## src/rtl/z80_bus_arbiter.sv

```systemverilog
// Memory-port arbiter between a Z80 core and a DMA requester; the core is frozen while the DMA owns
// the port. Optional burst/CPU-share fairness counters are built when Z80ARB_FAIRNESS_EN is defined.
module z80_bus_arbiter #(
  parameter int unsigned DMA_MAX = 16,
  parameter int unsigned CPU_MIN = 4
) (
  input  logic        CLOCK,
  input  logic        RESET,
  input  logic [15:0] CPU_A,
  input  logic [7:0]  CPU_DO,
  input  logic        CPU_W,
  output logic [7:0]  CPU_DI,
  output logic        HOLD,
  input  logic        DMA_REQ,
  input  logic [15:0] DMA_A,
  input  logic [7:0]  DMA_DO,
  input  logic        DMA_W,
  output logic        DMA_GNT,
  output logic [7:0]  DMA_DI,
  output logic        DMA_VALID,
  output logic [15:0] MEM_A,
  output logic [7:0]  MEM_DO,
  output logic        MEM_W,
  input  logic [7:0]  MEM_DI
);

  typedef enum logic [1:0] {
    S_CPU    = 2'd0,
    S_DMA    = 2'd1,
    S_RESUME = 2'd2
  } state_e;

  state_e state_q;
  logic   hold_q;
  logic   gnt_q;
  logic   valid_q;
  logic   take_ok;
  logic   burst_done;

`ifdef Z80ARB_FAIRNESS_EN
  logic [7:0] burst_q;
  logic [7:0] cpu_cnt_q;
  logic [8:0] burst_next;
  logic [8:0] cpu_next;

  // Counts include the current cycle, so the limits land on the Nth access / Nth core cycle.
  assign burst_next = {1'b0, burst_q} + 9'd1;
  assign cpu_next   = {1'b0, cpu_cnt_q} + 9'd1;
  assign take_ok    = {23'd0, cpu_next} >= CPU_MIN;
  assign burst_done = {23'd0, burst_next} >= DMA_MAX;
`else
  logic unused_params;

  assign unused_params = ^{DMA_MAX[0], CPU_MIN[0]};
  assign take_ok       = 1'b1;
  assign burst_done    = 1'b0;
`endif

  always_ff @(posedge CLOCK) begin
    if (RESET) begin
      state_q   <= S_RESUME;
      hold_q    <= 1'b0;
      gnt_q     <= 1'b0;
      valid_q   <= 1'b0;
`ifdef Z80ARB_FAIRNESS_EN
      burst_q   <= 8'd0;
      cpu_cnt_q <= 8'd0;
`endif
    end else begin
      valid_q <= (state_q == S_DMA) && DMA_REQ && !DMA_W;
      case (state_q)
        S_CPU: begin
          // Never steal the port while the core is writing.
          if (DMA_REQ && !CPU_W && take_ok) begin
            state_q <= S_DMA;
            hold_q  <= 1'b0;
            gnt_q   <= 1'b1;
`ifdef Z80ARB_FAIRNESS_EN
            burst_q <= 8'd0;
`endif
          end else begin
`ifdef Z80ARB_FAIRNESS_EN
            cpu_cnt_q <= cpu_next[8] ? 8'hff : cpu_next[7:0];
`endif
          end
        end
        S_DMA: begin
          if (!DMA_REQ || burst_done) begin
            state_q <= S_RESUME;
            hold_q  <= 1'b0;
            gnt_q   <= 1'b0;
          end else begin
`ifdef Z80ARB_FAIRNESS_EN
            burst_q <= burst_next[7:0];
`endif
          end
        end
        S_RESUME: begin
          state_q   <= S_CPU;
          hold_q    <= 1'b1;
          gnt_q     <= 1'b0;
`ifdef Z80ARB_FAIRNESS_EN
          cpu_cnt_q <= 8'd0;
`endif
        end
        default: begin
          state_q <= S_RESUME;
          hold_q  <= 1'b0;
          gnt_q   <= 1'b0;
        end
      endcase
    end
  end

  // S_RESUME re-presents the frozen core's address so its pending read data arrives in time.
  always_comb begin
    MEM_A  = CPU_A;
    MEM_DO = CPU_DO;
    MEM_W  = 1'b0;
    case (state_q)
      S_CPU: MEM_W = CPU_W;
      S_DMA: begin
        MEM_A  = DMA_A;
        MEM_DO = DMA_DO;
        MEM_W  = DMA_W & DMA_REQ;
      end
      default: MEM_W = 1'b0;
    endcase
    if (RESET) begin
      MEM_W = 1'b0;
    end
  end

  assign HOLD      = hold_q;
  assign DMA_GNT   = gnt_q;
  assign DMA_VALID = valid_q;
  assign CPU_DI    = MEM_DI;
  assign DMA_DI    = MEM_DI;

endmodule

```

## config.mk

```make
export PLATFORM = sky130hd
export DESIGN_NAME = z80_bus_arbiter
export DESIGN_NICKNAME = d
export VERILOG_FILES = /design/src/rtl/z80_bus_arbiter.sv
export SDC_FILE = /design/constraint.sdc
export NUM_CORES = 1
export LEC_CHECK = 0
export BUFFER_PORTS_ARGS = -buffer_cell sky130_fd_sc_hd__buf_2
export CAP_MARGIN = 10
export CORE_MARGIN = 2
export CORE_UTILIZATION = 27
export DETAILED_ROUTE_END_ITERATION = 10
export GPL_TIMING_DRIVEN = 0
export PLACE_DENSITY = 0.8
export SYNTH_ARGS = -nofsm -noshare
export SYNTH_HDL_FRONTEND = slang
export SYNTH_SLANG_ARGS = --single-unit
```

## constraint.sdc

```tcl
create_clock -name CLOCK -period 1.55 [get_ports CLOCK]
set_clock_uncertainty 0.1 [all_clocks]
set_input_delay 0.31 -clock CLOCK [delete_from_list [all_inputs] [get_ports CLOCK]]
set_output_delay 0.31 -clock CLOCK [all_outputs]
set_load 0.05 [all_outputs]
```

==> out/summary.md <==
Counting instances in the post-synthesis netlist gives the leading cell types as sky130_fd_sc_hd__mux2_2, sky130_fd_sc_hd__buf_4, sky130_fd_sc_hd__dfxtp_1. Of all nets on the critical path, the largest fanout is 5. After global routing the overflow that remains totals 0. The number of nets in the synthesized netlist came out at 123. The critical path contains buffers and inverters numbering 3 combined. Before antenna repair, the detailed router went through 4 iterations. For this design the ratio of total power to cell area is 568.2 nW/µm². The type of the tightest min-delay check is in2reg.

The clock passes through at most 2 buffers. Netlist area before placement: 616.8 µm². Yosys mapped the design onto 19 distinct sky130hd cell types. CTS saw 5 sinks. The final hold slack is 0.2202 ns, and the actual slew at the worst max-slew pin is 0.2361 ns. The share of the synthesized area in the top cell type came out at 0.4199.

The critical path starts at state_q[0]. The number of cells on the critical path came out at 5. The max-slew violation count is 0. The remaining design rule violation count was 0. Routability-driven placement finished with a final weighted congestion of 0.6845. The number of cells on the worst reg-to-reg path is 5. The critical path goes through inv_2 -> nor2_4 -> buf_4 -> mux2_2 -> buf_4. The dominant cell by count in the synthesized netlist is sky130_fd_sc_hd__mux2_2.

The tree is rooted in a sky130_fd_sc_hd__clkbuf_4. The element type at the critical path end is a primary output. Hold repair after CTS inserted 0 buffers. Endpoint of the most critical setup path: MEM_DO[0].

Kind of critical path: reg2out. Clock period minus worst slack: 1.905 ns. Setup repair after global routing could not meet its margin everywhere. The synthesized design contains 0 enable-type register cells. The tools report the first-iteration detailed-routing DRC count as 6. The filler cells instantiated in the layout total 159. The floorplan step defined a core boundary enclosing 2191 µm². For the post-detailed-routing wire length, the log shows 2.915 mm. The number of global-route vias before repair is 907, and the period utilization is 1.229.

Summed over all cells, the static leakage comes to 0.8159 nW. The floorplan step set the die height to 51.80 µm. The sequential area share after synthesis was 0.1623; the peak ir drop on the vdd network was 0.5331 mV. The checks that failed: negative setup slack. Number of buffers added by the clock tree synthesis step: 3.

Total half-perimeter wirelength after legalization and detailed placement: 1.930 mm. The final setup slack of the worst path is -0.3549 ns. The first global-routing pass estimated 4.105 mm of wire. For this run, the slowest stage of the critical path takes 0.33 ns. The synthesized design contains 5 register bits. Synthesis handed over a netlist of 62 instances. Setup slack on the worst reg-to-reg path comes out at 0.17 ns. The total number of H-tree levels is 1, and the total via count in the routed design is 884.

The count of nets left with antenna violations once routing finished came out at 0. The async set-reset flop share out of synthesis works out to 0. For this run, the number of Yosys warnings is 0. The launch instance of the worst register-to-register path is state_q[0]. Clock-pin slew was measured on the worst setup and hold paths at 0.05 ns.

Cell with the most instances on the worst path: sky130_fd_sc_hd__buf_4. In the final timing run, aggregate negative setup slack is -7.927 ns. Broken down by cell family, the worst path's largest delay share belongs to buffers and inverters.

The initial antenna violation count is 0. The tools report the normalized max-slew margin as 0.8404. STA classifies the critical path startpoint as a flip-flop.

Startpoint of the most critical hold path: RESET. STA puts the critical path data arrival time at 1.49 ns. The worst register-to-register path ends at HOLD. The final number of hold-violating endpoints came out at 0.

The layout cell share with drive strength beyond 1 came out at 0.9298. The tools report the row count as 17. The total die area came out at 2683 µm².

The initial core utilization was 0.2816. Utilization of the core after routing: 0.6813. Yosys attributes the largest share of cell area to sky130_fd_sc_hd__mux2_2, sky130_fd_sc_hd__buf_4, sky130_fd_sc_hd__dfxtp_1. The flow ran to the end, but the final reports show violations.

The via-per-instance ratio was 4.442; the number of diodes was 0. The width of the die works out to 51.80 µm. The slowest stage of the critical path belongs to the cell sky130_fd_sc_hd__dfxtp_2. TritonCTS built the clock tree. STA puts the critical path data required time at 1.14 ns. Based on the critical path, the design can be clocked at up to 0.5250 GHz. The count of input and output buffers was 96; the area growth from synthesis to layout was 142.0%.

The average wire per standard cell is 14.65 µm, and the overall routing resource usage is 0.2065. Entering global routing, the biggest net connects 11 pins. The later pin in the worst-skew pair is clocked with a latency of 0.24 ns. The tools report the number of nets in the layout as 233.

For this run, the leading register cell type out of synthesis is sky130_fd_sc_hd__dfxtp_1. 105 I/O pins were placed. The per-instance average area after synthesis is 9.949 µm², and the count of max-cap constraint violations is 0. The biggest area consumer among synthesized cells was sky130_fd_sc_hd__mux2_2.

The run gives 25 as the total of endpoints with negative setup slack in the final report.
==> report_power, final <==
| group | switching [mW] | internal [mW] |
|---|---|---|
| Sequential | 0.00376 | 0.134 |
| Clock | 0.0520 | 0.0973 |
| Combinational | 0.328 | 0.232 |
==> worst min-delay path by stage <==
stage / cells after the start / end / slack [ns]
floorplan: 1 / state_q[0] / 0.28
global placement: 2 / HOLD / 0.37
detailed placement: 2 / HOLD / 0.39
CTS: 2 / DMA_GNT / 0.21
global route: 2 / DMA_GNT / 0.22
finish: 2 / DMA_GNT / 0.22
==> state kept, by name, summed over array words and instances (netlist names) <==
register and count:
state_q 2, DMA_VALID 1, DMA_GNT 1, HOLD 1
==> metal layers <==
metal / track usage / part of all wire / vias to the layer above
li1: - / - / 421
met1: 0.1965 / 0.32 / 402
met2: 0.4060 / 0.56 / 53
met3: 0.05747 / 0.095 / 8
met4: 0.08772 / 0.023 / 0
met5: 0 / 0 / -
==> kinds of logic (layout without fill, tap and decap cells) <==
group	Yosys count	after routing	share of synthesized area
buf+inv	19	128	0.2373
flops	5	5	0.1623
simple gates	9	9	0.1035
mux	24	24	0.4442
compound gates	5	5	0.05274
==> timing repair <==
action	CTS	global route
setup buffers	7	4
endpoints found under the setup margin	25	25
gates resized for setup	58	3
pin swaps	1	2
cloned	1	0
hold endpoints to repair	0	0
==> cells in the final DEF (no fill, tap or decap) <==
master | Yosys | routed
sky130_fd_sc_hd__a21o_2 | 1 | 1
sky130_fd_sc_hd__a211oi_1 | 1 | 1
sky130_fd_sc_hd__a21oi_1 | 1 | 1
sky130_fd_sc_hd__nor4b_1 | 1 | 1
sky130_fd_sc_hd__mux2_4 | 1 | 19
sky130_fd_sc_hd__dfxtp_1 | 5 | 3
sky130_fd_sc_hd__inv_2 | 0 | 1
sky130_fd_sc_hd__nor3_4 | 0 | 1
sky130_fd_sc_hd__buf_2 | 0 | 71
sky130_fd_sc_hd__dfxtp_2 | 0 | 1
sky130_fd_sc_hd__nor2_1 | 2 | 2
sky130_fd_sc_hd__buf_8 | 0 | 4
sky130_fd_sc_hd__mux2_2 | 23 | 5
sky130_fd_sc_hd__dfxtp_4 | 0 | 1
sky130_fd_sc_hd__nor2_4 | 1 | 1
sky130_fd_sc_hd__and2b_2 | 1 | 1
sky130_fd_sc_hd__a31oi_4 | 0 | 1
sky130_fd_sc_hd__and3_2 | 1 | 1
sky130_fd_sc_hd__o21ai_0 | 1 | 1
sky130_fd_sc_hd__nand2b_1 | 1 | 1
sky130_fd_sc_hd__buf_6 | 2 | 22
sky130_fd_sc_hd__clkbuf_1 | 0 | 1
sky130_fd_sc_hd__clkbuf_4 | 0 | 3
sky130_fd_sc_hd__buf_4 | 16 | 26
sky130_fd_sc_hd__or3b_1 | 1 | 1
==> cell type report <==
| type | instances | area (µm²) | share of cell area |
|---|---|---|---|
| Tap cell | 28 | 35.03 | 0.02347 |
| Buffer | 17 | 135.1 | 0.09053 |
| Timing Repair Buffer | 106 | 723.2 | 0.4845 |
| Inverter | 1 | 3.754 | 0.002515 |
| Multi-Input combinational cell | 38 | 464.2 | 0.3110 |
| Clock buffer | 4 | 26.28 | 0.01760 |
| Sequential cell | 5 | 105.1 | 0.07041 |
==> per-stage QoR <==
| stage | std cells | total power [mW] | worst slack, ns | instance area [µm²] |
|---|---|---|---|---|
| 2_1_floorplan | 62 | 0.4904 | -0.005022 | 696.9 |
| 3_3_place_gp | 186 | 0.6112 | -0.1876 | 1212 |
| 3_5_place_dp | 186 | 0.6182 | -0.2048 | 1212 |
| 4_1_cts | 198 | 0.8429 | -0.3623 | 1505 |
| 5_1_grt | 199 | 0.8899 | -0.4077 | 1493 |
| 6_report | 199 | 0.8481 | -0.3549 | 1493 |
Power figures use the tool's default switching activity.
